`src/rtl/lab4_hilo_unit.sv`:
```
// lab4_hilo_unit: 32x32 radix-2 shift-add multiplier writing HI/LO, with mfhi/mflo read port.
// LAB4_HILO_SIGNED_MULT_EN enables signed mult (alu_op 0110); otherwise 0110 runs as multu.
module lab4_hilo_unit (
  input  logic        clk,
  input  logic        rst_n,
  input  logic [3:0]  alu_op,
  input  logic        enhilo,
  input  logic        start,
  input  logic [31:0] src_a,
  input  logic [31:0] src_b,
  input  logic        hi_sel,
  output logic        busy,
  output logic        done,
  output logic [31:0] hi,
  output logic [31:0] lo,
  output logic [31:0] rdata
);
  typedef enum logic [1:0] {IDLE, MUL, FIN} state_t;
  state_t state, state_nx;
  logic [31:0] a_q, b_q, a_in, b_in;
  logic [63:0] acc;
  logic [4:0]  cnt;
  logic        req;
  assign req   = start & enhilo & (alu_op == 4'b0110 | alu_op == 4'b0111);
  assign busy  = state != IDLE;
  assign rdata = hi_sel ? hi : lo;
`ifdef LAB4_HILO_SIGNED_MULT_EN
  logic sgn, neg;
  assign sgn  = alu_op == 4'b0110;
  assign a_in = (sgn & src_a[31]) ? -src_a : src_a;
  assign b_in = (sgn & src_b[31]) ? -src_b : src_b;
`else
  assign a_in = src_a;
  assign b_in = src_b;
`endif
  always_comb begin
    state_nx = state;
    case (state)
      IDLE:    state_nx = req ? MUL : IDLE;
      MUL:     state_nx = (cnt == 5'd31) ? FIN : MUL;
      FIN:     state_nx = cnt[0] ? IDLE : FIN;
      default: state_nx = IDLE;
    endcase
  end
  // FIN spans two cycles: sign fix-up of the accumulator, then the HI/LO write.
  always_ff @(posedge clk or negedge rst_n) begin
    if (!rst_n) begin
      state <= IDLE;
      a_q   <= '0;
      b_q   <= '0;
      acc   <= '0;
      cnt   <= '0;
      hi    <= '0;
      lo    <= '0;
      done  <= 1'b0;
`ifdef LAB4_HILO_SIGNED_MULT_EN
      neg   <= 1'b0;
`endif
    end else begin
      state <= state_nx;
      done  <= 1'b0;
      case (state)
        IDLE: if (req) begin
          a_q <= a_in;
          b_q <= b_in;
          acc <= '0;
          cnt <= '0;
`ifdef LAB4_HILO_SIGNED_MULT_EN
          neg <= sgn & (src_a[31] ^ src_b[31]);
`endif
        end
        MUL: begin
          acc <= acc + (b_q[cnt] ? ({32'b0, a_q} << cnt) : 64'd0);
          cnt <= cnt + 5'd1;
        end
        FIN: begin
          cnt <= cnt + 5'd1;
          if (cnt[0]) begin
            {hi, lo} <= acc;
            done     <= 1'b1;
          end
`ifdef LAB4_HILO_SIGNED_MULT_EN
          else acc <= neg ? -acc : acc;
`endif
        end
        default: ;
      endcase
    end
  end
endmodule

```
`config.mk`:
```
export PLATFORM = sky130hd
export DESIGN_NAME = lab4_hilo_unit
export DESIGN_NICKNAME = d
export VERILOG_FILES = /design/src/rtl/lab4_hilo_unit.sv
export SDC_FILE = /design/constraint.sdc
export NUM_CORES = 1
export LEC_CHECK = 0
export ABC_CLOCK_PERIOD_IN_PS = 15140
export CORE_MARGIN = 3
export CORE_UTILIZATION = 35
export DETAILED_ROUTE_END_ITERATION = 6
export PLACE_DENSITY = 0.58
export SLEW_MARGIN = 5
export SYNTH_ARGS = -nofsm -noshare
export SYNTH_HDL_FRONTEND = slang
export SYNTH_SLANG_ARGS = --single-unit
```
`constraint.sdc`:
```
create_clock -name clk -period 15.14 [get_ports clk]
set_input_delay 1.514 -clock clk [delete_from_list [all_inputs] [get_ports clk]]
set_output_delay 1.514 -clock clk [all_outputs]
set_load 0.03 [all_outputs]
```
# ---- After elaboration in Yosys (flattened, before gate mapping)
# Cells that the tools add are included.
dict set report classes {
  add_sub_neg 2
  n_lt_le_gt_ge 1
  n_eq_ne 6
  shifts 1
  mux 14
  bitwise_logic 3
  reduce_logical 9
}
# operator n
set op_table {}
lappend op_table {{$mux 64} 2}
lappend op_table {{$pmux 64 s2} 1}
lappend op_table {{$add 64x64->64} 1}
lappend op_table {{$shl 32x5->64} 1}
lappend op_table {{$mux 32} 1}
lappend op_table {{$pmux 5 s2} 1}
lappend op_table {{$eq 4x3->1 const B} 2}
lappend op_table {{$reduce_and 2->1} 4}
lappend op_table {{$lt 5x6->1 const B} 1}
lappend op_table {{$pmux 2 s3} 1}
lappend op_table {{$reduce_bool 2->1} 3}
lappend op_table {{$add 5x1->5 const B} 1}
lappend op_table {{$bmux 1 s5} 1}
lappend op_table {{$eq 5x5->1 const B} 1}
lappend op_table {{$mux 5} 1}
lappend op_table {{$mux 1} 4}
lappend op_table {{$mux 2} 2}
lappend op_table {{$and 1x1->1} 2}
lappend op_table {{$eq 2x1->1 const B} 1}
lappend op_table {{$eq 2x2->1 const B} 1}
lappend op_table {{$logic_not 2->1} 1}
lappend op_table {{$ne 2x2->1 const B} 1}
lappend op_table {{$reduce_or 2->1} 1}
lappend op_table {{$or 1x1->1} 1}
dict set report word_totals {
  reg_bits 200
  in_bits 73
  out_inout_bits 98
  wordCells 44
}

# ---- Longest topological paths before layout
dict set report depth {
  depth_word 5
  mapped_depth 24
  depth_no_buf 20
}

# ---- Least setup slack after synthesis
# OpenSTA, ideal clock, no wires.
dict set report synth_path {
  path_kind {reg2reg}
  startpoint {register cnt[0]}
  endpoint {register acc[62]}
  setup_time_ns 0.095
  arrival_ns 4.708
  required_time_ns 15.045
  slack_ns 10.336
  stages_incl_launch_ff 20
  path_buffers 3
  period_less_slack_ns 4.804
  cell_sequence {dfrtp_1 -> buf_2 -> buf_4 -> mux4_2 -> mux4_2 -> nand2_1 -> and2_0 -> buf_2 -> nor2_1 -> ha_1 -> a21o_1 -> a21o_1 -> a21o_1 -> a221o_1 -> a221oi_2 -> a21o_1 -> a31oi_1 -> o21a_1 -> o31a_1 -> o31ai_1}
}
dict set report synth_via {
  elab_chain_cells 5
  word_cells_on_any_way 6
  cone_classes {1 x add/sub; 1 x shift; 4 x mux}
}
# item line
set synth_lines {}
lappend synth_lines {{from (decl)} 22} ;# logic [4:0] cnt;
lappend synth_lines {{from (signal assigned)} 74} ;# cnt <= cnt + 5'd1;
lappend synth_lines {{from (signal assigned)} 77} ;# cnt <= cnt + 5'd1;
lappend synth_lines {{$bmux 1 s5} 73} ;# acc <= acc + (b_q[cnt] ? ({32'b0, a_q} << cnt) : 64'd0);
lappend synth_lines {{$mux 1 (implied by the code)} 73}
lappend synth_lines {{$mux 64 *} 73}
lappend synth_lines {{$add 64x64->64 *} 73}
lappend synth_lines {{$pmux 64 s2 *} 62} ;# case (state)
lappend synth_lines {{to (signal assigned)} 73}
lappend synth_lines {{to (decl)} 21} ;# logic [63:0] acc;
# Every way passes the cells marked *; elsewhere a longest branch is shown, timed or not. The select of a mux whose other input is x is not followed.
# A chain may end at the register's enable or synchronous reset.

# ---- Worst setup path after layout
dict set report layout_path {
  startpoint {register cnt[0]}
  endpoint {register acc[63]}
}
# Same word-level chain as after synthesis.

==> metrics <==
Die Ht=205 um; Distinct cells, synth=70; Die X=205 um; worst skew pair latency=0.46 ns; post-route insts no fill=2,057; HP Class=reg2reg; initial antenna violation count=2; vias in the first global route=10,900; Slew @ Worst Pin=1.04 ns; Worst VDD drop=0.000120 V; Logic pwr share=57.9%; Area contributors post-synth=dfrtp_1 (36%), mux2_2 (15%), ha_1 (6.2%); router iterations before antenna repair=6; grt ovf=0; Setup crit start kind=flop; Setup WS post-layout=8.58 ns; via count=11,300; core area=0.0389 sq mm; H-Tree Depth=4; largest net degree at the start of global routing=120; initial core utilization=35.7%; ys async rst share=100%; Remaining DRCs=0; Max Cap Viol=0; HPWL after detailed placement=30,700 um; sequential fraction of design power=26.0%; GR Util All Layers=19.2%; Nets=1,669; first-pass GRT wire length=62,900 um; Final Wtd Congestion=0.902; list of most frequent post-synthesis cells=dfrtp_1 (200), mux2_2 (183), nand2_1 (147); Post-Syn Nets=1,574; Root Buffer=clkbuf_16; Post-synth EDFFs=0; clock transition at the registers of the reported paths=0.08 ns; Power Dens Cells=183 mW/mm^2; Seq/Total Area, Yosys=36.0%; Power Total=0.00303 W; outcome=complete, no violations; final design utilization=42.5%; static leakage=7.33 nW; final hold viol count=0; Area growth syn-to-layout=19.1%; Post-DRT Antenna Nets=0; WS Path Type=reg2reg; postcts setup bufs=0; synthesized area=0.0139 sq mm; FF+latch count, synth=200; Hold Buf Count CTS=0; R2R Setup Slk=8.58 ns; initial DRC count=792; TNS Setup=0 ns; fraction of layout cells with a size suffix above 1=18.3%; metal3 WL=1930 um; synthesized instance count=1,431; Top Metal Used=met4; IO buf count=169; CTS buffer count=17; Synth Flop Type=dfrtp_1; Place WS=8.65 ns; final slew viol count=0; Worst EP required=15.54 ns; # IOs=171; Setup crit end kind=flop; Clock Sinks=200; Tmin final=6.56 ns; share of the synthesized area in the top cell type=36.0%; final WL=40,200 um; Rows=72; Pint=0.00160 W; RSZ-0062 raised after global routing=false; Diodes inserted=0; final setup fails=0; Max Buffers Root-to-Sink=2; drt wl/cell=19.6 um; P_sw=0.00142 W; Post-Syn Area per Cell=9.71 sq um; crit share post-route=43.4%; placed cells=2,025; Fmax=152 MHz; Post-CTS Resized=0; Synth area leader=dfrtp_1; count leader, synth=dfrtp_1; clk_skew=0.0117 ns; Die Footprint=0.0421 sq mm; slew margin rel.=30.5%; crit path DAT=6.96 ns; Sw Ratio=47.0%; WL met1=18,900 um; Synth warnings=0; worst-path fanout max=52; total length of routed met2 wires=18,500 um; Via density=5.48; Clock Power Share=16.1%; CTS tree=built
==> path summary, 6_finish.rpt <==
kind / startpoint / endpoint / cells after the start
setup / recovery: cnt[0]$_DFFE_PN0P_ / acc[63]$_DFFE_PN0P_ / 18
max in group asynchronous: rst_n / acc[1]$_DFFE_PN0P_ / 2
hold / removal: b_q[24]$_DFFE_PN0P_ / b_q[24]$_DFFE_PN0P_ / 1
hold reg to reg: b_q[24]$_DFFE_PN0P_ / b_q[24]$_DFFE_PN0P_ / 1
min in group asynchronous: rst_n / hi[24]$_DFFE_PN0P_ / 1
setup reg to reg: cnt[0]$_DFFE_PN0P_ / acc[63]$_DFFE_PN0P_ / 18
==> layout by cell type (no fill, tap or decap), types with 4 or more instances in the layout <==
cell             instances
a211oi_1                11
a21o_1                  42
a21oi_1                 92
a22o_1                   4
a22oi_1                  9
a31oi_1                 12
and3_1                  10
buf_4                   12
clkbuf_16               17
clkdlybuf4s50_1        168
dfrtp_1                197
ha_1                    69
inv_1                   30
mux2_2                 183
mux2i_1                 29
mux4_2                  34
nand2_1                146
nand2b_1                 8
nand3_1                 14
nand4_1                 22
nor2_1                 114
nor2b_1                 12
nor3_1                  11
o211ai_1                 6
o21a_1                  12
o21ai_0                103
o21ai_1                  5
o21bai_1                12
o22a_1                   6
o31ai_1                  5
o41ai_1                  6
or2_2                    5
xnor2_1                 30
xor2_1                  28
==> cells by family (layout without fill, tap and decap cells) <==
logic type	Yosys count	in the layout	synth area share, %
muxes	246	246	22.4
DFF	200	200	36.0
adders and majority gates	70	70	6.36
xor gates and xnor gates	58	58	3.66
and+or+nand+nor	365	365	11.6
AOI/OAI and AO/OA	356	356	16.0
buffers and inverters	136	244	3.90
==> layer usage <==
layer / vias up / track usage, %
met5: - / 0
met4: 0 / 5.22
met3: 56 / 3.08
met2: 300 / 30.7
met1: 5520 / 27.2
li1: 5399 / -
==> critical path: stages, from the launching register on <==
cell and delay, ns:
dfrtp_2 0.40, buf_4 0.61, mux4_2 0.60, mux4_2 0.49, nand2_1 0.31, and2_0 0.63, buf_4 0.33, a211oi_1 0.11
ha_1 0.46, a21oi_1 0.14, o21ai_0 0.29, a21oi_1 0.12, o21ai_0 0.23, a311o_1 0.22, a21oi_2 0.07, o41ai_1 0.74
o21ai_1 0.24, nor4b_1 0.31, a311o_1 0.15
==> flip-flops by register name, indices dropped and copies added, names as in the netlist <==
name and count:
b_q 32, hi 32, cnt 5, done 1, state 2, lo 32
a_q 32, acc 64
==> power groups by stage <==
| stage | Sequential, W | Clock (W) | Combinational (W) |
|---|---|---|---|
| floorplan | 0.000735 | 0 | 0.00132 |
| global placement | 0.000795 | 0 | 0.00173 |
| detailed placement | 0.000800 | 0 | 0.00173 |
| CTS | 0.000789 | 0.000503 | 0.00174 |
| global route | 0.000807 | 0.000524 | 0.00192 |
| finish | 0.000786 | 0.000487 | 0.00175 |
==> stage by stage <==
| step | instance area, sq um | hold slack, ns |
|---|---|---|
| 6_report | 16600 | 0.507 |
| 5_1_grt | 16600 | 0.521 |
| 4_1_cts | 16600 | 0.511 |
| 3_5_place_dp | 15900 | 0.494 |
| 3_3_place_gp | 15900 | 0.485 |
| 2_1_floorplan | 13900 | 0.468 |
==> layout make-up <==
class	count	area, sq um
flip-flops and latches	200	5010
fillers	3827	22400
clock inverters	12	159
inverters	31	116
multi-input cells	1095	8380
clock buffers	20	457
repair buffers	181	1790
well taps	518	648
No activity file was read; power rests on OpenSTA's default activity.
==> RTL change 1: new RTL, same settings <==
Register the outputs `busy` and `rdata`, cleared by the reset; this adds one clock of latency there. The other outputs are not delayed to match.
--- a/src/rtl/lab4_hilo_unit.sv
+++ b/src/rtl/lab4_hilo_unit.sv
@@ -22,8 +22,15 @@
   logic [4:0]  cnt;
   logic        req;
   assign req   = start & enhilo & (alu_op == 4'b0110 | alu_op == 4'b0111);
-  assign busy  = state != IDLE;
-  assign rdata = hi_sel ? hi : lo;
+  always_ff @(posedge clk or negedge rst_n) begin
+    if (!rst_n) begin
+      busy  <= '0;
+      rdata <= '0;
+    end else begin
+      busy  <= state != IDLE;
+      rdata <= hi_sel ? hi : lo;
+    end
+  end
 `ifdef LAB4_HILO_SIGNED_MULT_EN
   logic sgn, neg;
   assign sgn  = alu_op == 4'b0110;
Function: changed (a bounded check fails within 4 cycles, from zero or initial values and one cycle with rst_n low).
==> RTL change 1 against the unedited design <==
  * Synthesized area grew 7.2%
  * Hold slack lost 0.0061 ns
  * Routed wire length grew 9.1%
  * Worst setup slack gained 0.36 ns
  * Sequential cell count grew 33
  * Largest power group unchanged
  * Critical endpoint is now acc[48]
  * Final area grew 8.4%
  * Non-clock buffer count is the same
  * Largest cell class unchanged
  * Synthesized cell count grew 3.8%
  * Clock skew grew 0.0031 ns
  * Critical path type unchanged
  * Critical path depth shrank 1
  * Clock power grew 45%
  * Total power grew 8.7%
  * Via count grew 4.4%
==> RTL change 1: results (changes against the unedited design) <==
The number of nets in the layout is 1,738 (+4.1%). The run finished with clean final reports. The portion of total power attributed to combinational logic came out at 52.3% (-5.6 points). The switching fraction of total power came out at 44.30% (-2.7 points).

The worst hold path depth came out at 1 (unchanged). The leakage dissipation is 8.021 nW (+9.4%). The maximum fanout count along the critical path is 47 (-9.6%).

The final weighted congestion of routability-driven global placement is 0.8986 (-0.39%). The total clock buffers created by CTS came out at 28 (+11). The latest clock arrival within the worst-skew pair was 0.56 ns (+0.10 ns). The share of cell area taken by muxes after synthesis is 21.21% (-1.2 points).

The number of design-rule violations left by the first detailed-router iteration came out at 938 (+18%). The endpoint identified for the worst register-to-register timing path is acc[48]. The setup slack of the most critical reg-to-reg path is 8.94 ns (+0.36 ns). The path depth of the worst reg2reg path is 17 (-1). The minimum hold slack was 0.5010 ns (-0.006125 ns). The end point of the worst hold path is b_q[17].

The wire length after detailed routing is 43.88 mm (+9.1%). The number of buffers on the longest clock path came to 3 (+1). In the synthesized netlist, the cells that appear most often are sky130_fd_sc_hd__dfrtp_1, sky130_fd_sc_hd__mux2_2, sky130_fd_sc_hd__nand2_1, sky130_fd_sc_hd__nor2_1, sky130_fd_sc_hd__o21ai_0. The number of instances resized during post-cts repair is 0 (unchanged). The average vias per placed instance came to 5.481 (about the same). The number of unique standard cell types used by synthesis came out at 72 (+2.9%). The synthesized netlist net count came out at 1,629 (+3.5%). The number of iterations in the first detailed-routing pass is 5 (-1). The detailed placer's ending HPWL came out at 33.33 mm (+8.6%). The clock-pin transition on the worst setup and hold timing paths is 0.06 ns (-0.02 ns). The via count of the first global-routing pass is 11.60k (+6.4%). The area share of xor/xnor cells in the synthesized design is 2.822% (-0.83 points). The transition time at the pin with the least slew margin is 0.8763 ns (-0.1667 ns). The part of the total power dissipated in the clock network came out at 21.5% (+5.4 points). The level count of the clock H-tree is 1 (-3). The overall power of the completed layout came out at 3.292 mW (+8.7%). The largest net degree at the start of global routing came out at 137 (+14%). The global-route usage over all layers came out at 19.35% (+0.12 points). The worst-case clock skew came out at 0.01478 ns (+0.003103 ns).

Ranked by total cell area, the synthesized netlist is headed by sky130_fd_sc_hd__dfrtp_1, sky130_fd_sc_hd__mux2_2, sky130_fd_sc_hd__ha_1, sky130_fd_sc_hd__mux4_2, sky130_fd_sc_hd__nand2_1. The async set or reset register ratio after synthesis is 100.0% (unchanged). The worst IR drop on VDD is 0.1033 mV (-14%). The share of synthesized cell area in full adder, half adder and majority cells is 5.930% (-0.43 points). The startpoint identified for the worst hold timing path is b_q[17].
-- RTL change 1: critical path: stages (launching register included) --
cell and delay (ns):
sky130_fd_sc_hd__dfrtp_2 0.51, sky130_fd_sc_hd__buf_4 0.60, sky130_fd_sc_hd__mux4_2 0.59, sky130_fd_sc_hd__mux4_2 0.49
sky130_fd_sc_hd__nand2_1 0.28, sky130_fd_sc_hd__and2_0 0.17, sky130_fd_sc_hd__buf_4 0.28, sky130_fd_sc_hd__nor2_1 0.18
sky130_fd_sc_hd__ha_1 0.45, sky130_fd_sc_hd__nand4_1 0.23, sky130_fd_sc_hd__nor3_2 0.30, sky130_fd_sc_hd__o2111ai_1 0.30
sky130_fd_sc_hd__a311o_1 0.48, sky130_fd_sc_hd__o31a_1 0.35, sky130_fd_sc_hd__o41a_1 0.42, sky130_fd_sc_hd__o21ai_2 0.16
sky130_fd_sc_hd__xnor2_1 0.14, sky130_fd_sc_hd__o21ai_1 0.08
-- RTL change 1: per-layer routing --
metal  share of wire [%]  wire [um]  track usage (%)
met2                  44      19410            29.78
met3                 4.8       2111            2.612
met4                 2.5       1099            4.886
met1                  48      21260            28.82
met5                   0          0                0
-- RTL change 1: final cells by class --
| class | count | area [um^2] |
|---|---|---|
| clock buffer | 39 | 823.3 |
| multi-input combinational | 1120 | 8554 |
| inverter | 31 | 116.4 |
| clock inverter | 12 | 151.4 |
| timing repair buffer | 181 | 1794 |
| tap | 532 | 665.6 |
| fill | 4003 | 23450 |
| sequential | 233 | 5836 |
-- RTL change 1: stage by stage --
step,worst slack [ns],instance area (um^2),std cells
finish,8.937,17940,2148
global route,8.563,17940,2148
CTS,9.004,17940,2148
detailed placement,9.021,16970,2097
global placement,8.965,16970,2097
floorplan,10.26,14900,1486
==> RTL change 2: new RTL, config.mk and constraints unchanged <==
Made on the original files. The option `LAB4_HILO_SIGNED_MULT_EN` is turned on by a define.
--- a/src/rtl/lab4_hilo_unit.sv
+++ b/src/rtl/lab4_hilo_unit.sv
@@ -1,5 +1,7 @@
 // lab4_hilo_unit: 32x32 radix-2 shift-add multiplier writing HI/LO, with mfhi/mflo read port.
 // LAB4_HILO_SIGNED_MULT_EN enables signed mult (alu_op 0110); otherwise 0110 runs as multu.
+`define LAB4_HILO_SIGNED_MULT_EN
+
 module lab4_hilo_unit (
   input  logic        clk,
   input  logic        rst_n,
Formal check against the unedited RTL: no difference found for any inputs over 10 cycles, from zero or initial values and one cycle with rst_n low; that may be too few to reach the edited logic, so the function may still have changed.
==> RTL change 2 against the unedited design <==
  * First-iteration DRC count is 51% higher
  * Fmax increased by 6.0%
  * Synthesized area rose by 20%
  * Largest cell class unchanged
  * Routed wire length up 41%
  * Sequential cell count rose by 1
  * Critical path type unchanged
  * Global-route usage increased by 2.6 points
  * Worst setup slack better by 0.37 ns
  * Critical endpoint is now acc[52]
  * Sequential share of layout area decreased by 4.6 points
  * Final area increased by 19%
Power is not compared: it rests on default switching activity, and its combinational part moved more than twofold at a synthesized area within 25%.
==> RTL change 2: results (changes against the unedited design) <==
The flow ran to the end, and the final reports show no timing, DRC or antenna violations. The met2 global-route usage was 33.60% (+2.9 points). The number of nets in the layout is 2,264 (+36%). Relative to the synthesized area, the layout overhead comes to 17.29%. The share of synthesized cell area in full adder, half adder and majority cells is 5.580% (-0.78 points).

The headroom to the max-slew limit is 26.18% (-4.3 points). The global-route usage over all layers was 21.80% (+2.6 points). The total clock buffers created by CTS was 24 (+7). The arrival time of data at the critical path endpoint came out at 6.60 ns (-0.36 ns). The wire length per cell after detailed routing is 20.70 um (+5.8%).

For hold timing, the worst endpoint is b_q[30]. The met3 track demand over resource came out at 2.023% (-1.1 points). The routing usage on met1 was 33.18% (+6.0 points). The largest individual stage delay along the critical path comes from the cell sky130_fd_sc_hd__mux4_2. The detailed placer's ending HPWL came out at 44.53 mm (+45%). The number of iterations in the first detailed-routing pass is 5 (-1). The worst hold path depth was 2 (+1). The met2 wire length came out at 24.35 mm (+31%). The number of unique standard cell types used by synthesis came out at 72 (+2.9%). The mean area per synthesized cell was 8.229 um^2 (-15%). The sum of routed wire segments on met1 is 27.45 mm (+45%). The latest clock arrival within the worst-skew pair came out at 0.54 ns (+0.08 ns). The wire length after detailed routing is 56.73 mm (+41%).

The pre-CTS setup slack is 8.966 ns (+0.3130 ns). The area share of xor/xnor cells in the synthesized design came out at 6.021% (+2.4 points). The largest net degree at the start of global routing is 132 (+10%).

The delay of the slowest cell on the worst path came to 0.60 ns (-0.14 ns). The fraction of layout cells with a size suffix above 1 was 9.752% (-8.5 points). The level count of the clock H-tree came out at 1 (-3). The number of antenna violations at the first check in global routing is 0 (-2). The worst path setup slack after routing came to 8.947 ns (+0.3706 ns).

The share of cell area taken by muxes after synthesis came to 12.18% (-10 points). The critical register-to-register path endpoint is acc[52]. The post-synthesis compound-gate area fraction is 23.31% (+7.3 points). The synthesized netlist net count was 2,180 (+39%). The post-placement cell area was 0.01886 mm^2 (+18%). The worst hold path begins at b_q[30]. The clock-pin transition on the worst setup and hold timing paths was 0.06 ns (-0.02 ns). The class of the tightest hold or removal check is register to register.

The final weighted congestion of routability-driven global placement is 0.9564 (+6.0%). The quantity of I/O buffers inserted on ports was 170 (+0.59%). Yosys attributes the largest share of cell area to sky130_fd_sc_hd__dfrtp_1, sky130_fd_sc_hd__o21ai_0, sky130_fd_sc_hd__mux2_2, sky130_fd_sc_hd__ha_1, sky130_fd_sc_hd__nand2_1.

The worst-case clock skew is 0.02198 ns (+0.01030 ns). By count the netlist is led by sky130_fd_sc_hd__o21ai_0, sky130_fd_sc_hd__nand2_1, sky130_fd_sc_hd__dfrtp_1, sky130_fd_sc_hd__nor2_1, sky130_fd_sc_hd__a21oi_1. The wire length of the first global-routing pass came out at 87.86 mm (+40%). The minimum hold slack is 0.4735 ns (-0.03353 ns). The vias after detailed routing came out at 15.81k (+40%). The met3 wire length is 3.801 mm (+97%).
==> RTL change 2: changes by cell type in the layout (fill, tap and decap cells not counted), sizes merged, moves of 19 or more <==
cell,unedited run,this run
nor3,11,56
xor2,28,51
nand3,14,36
or3,3,25
nor2,115,180
xnor2,30,64
mux2,183,91
a21oi,94,137
a32oi,3,22
inv,35,62
o21ai,110,268
nand2,147,215
==> RTL change 2: layout make-up <==
cell class	instances	area (um^2)
repair buffers	190	1856
flip-flops and latches	201	5034
fillers	4746	27230
multi-input cells	1637	10970
inverters	63	236.5
clock inverters	10	112.6
clock buffers	32	651.9
well taps	607	759.5
==> RTL change 2: worst min-delay path: stages, from the launching register on <==
cell and delay (ns):
sky130_fd_sc_hd__dfrtp_1 0.33, sky130_fd_sc_hd__nand2_1 0.05, sky130_fd_sc_hd__o21ai_0 0.06
==> RTL change 2: report_power, final <==
part           switching (mW)  internal (mW)
Sequential             0.0325          0.563
Combinational           0.349          0.206
Clock                   0.238          0.337
Total                   0.619           1.11
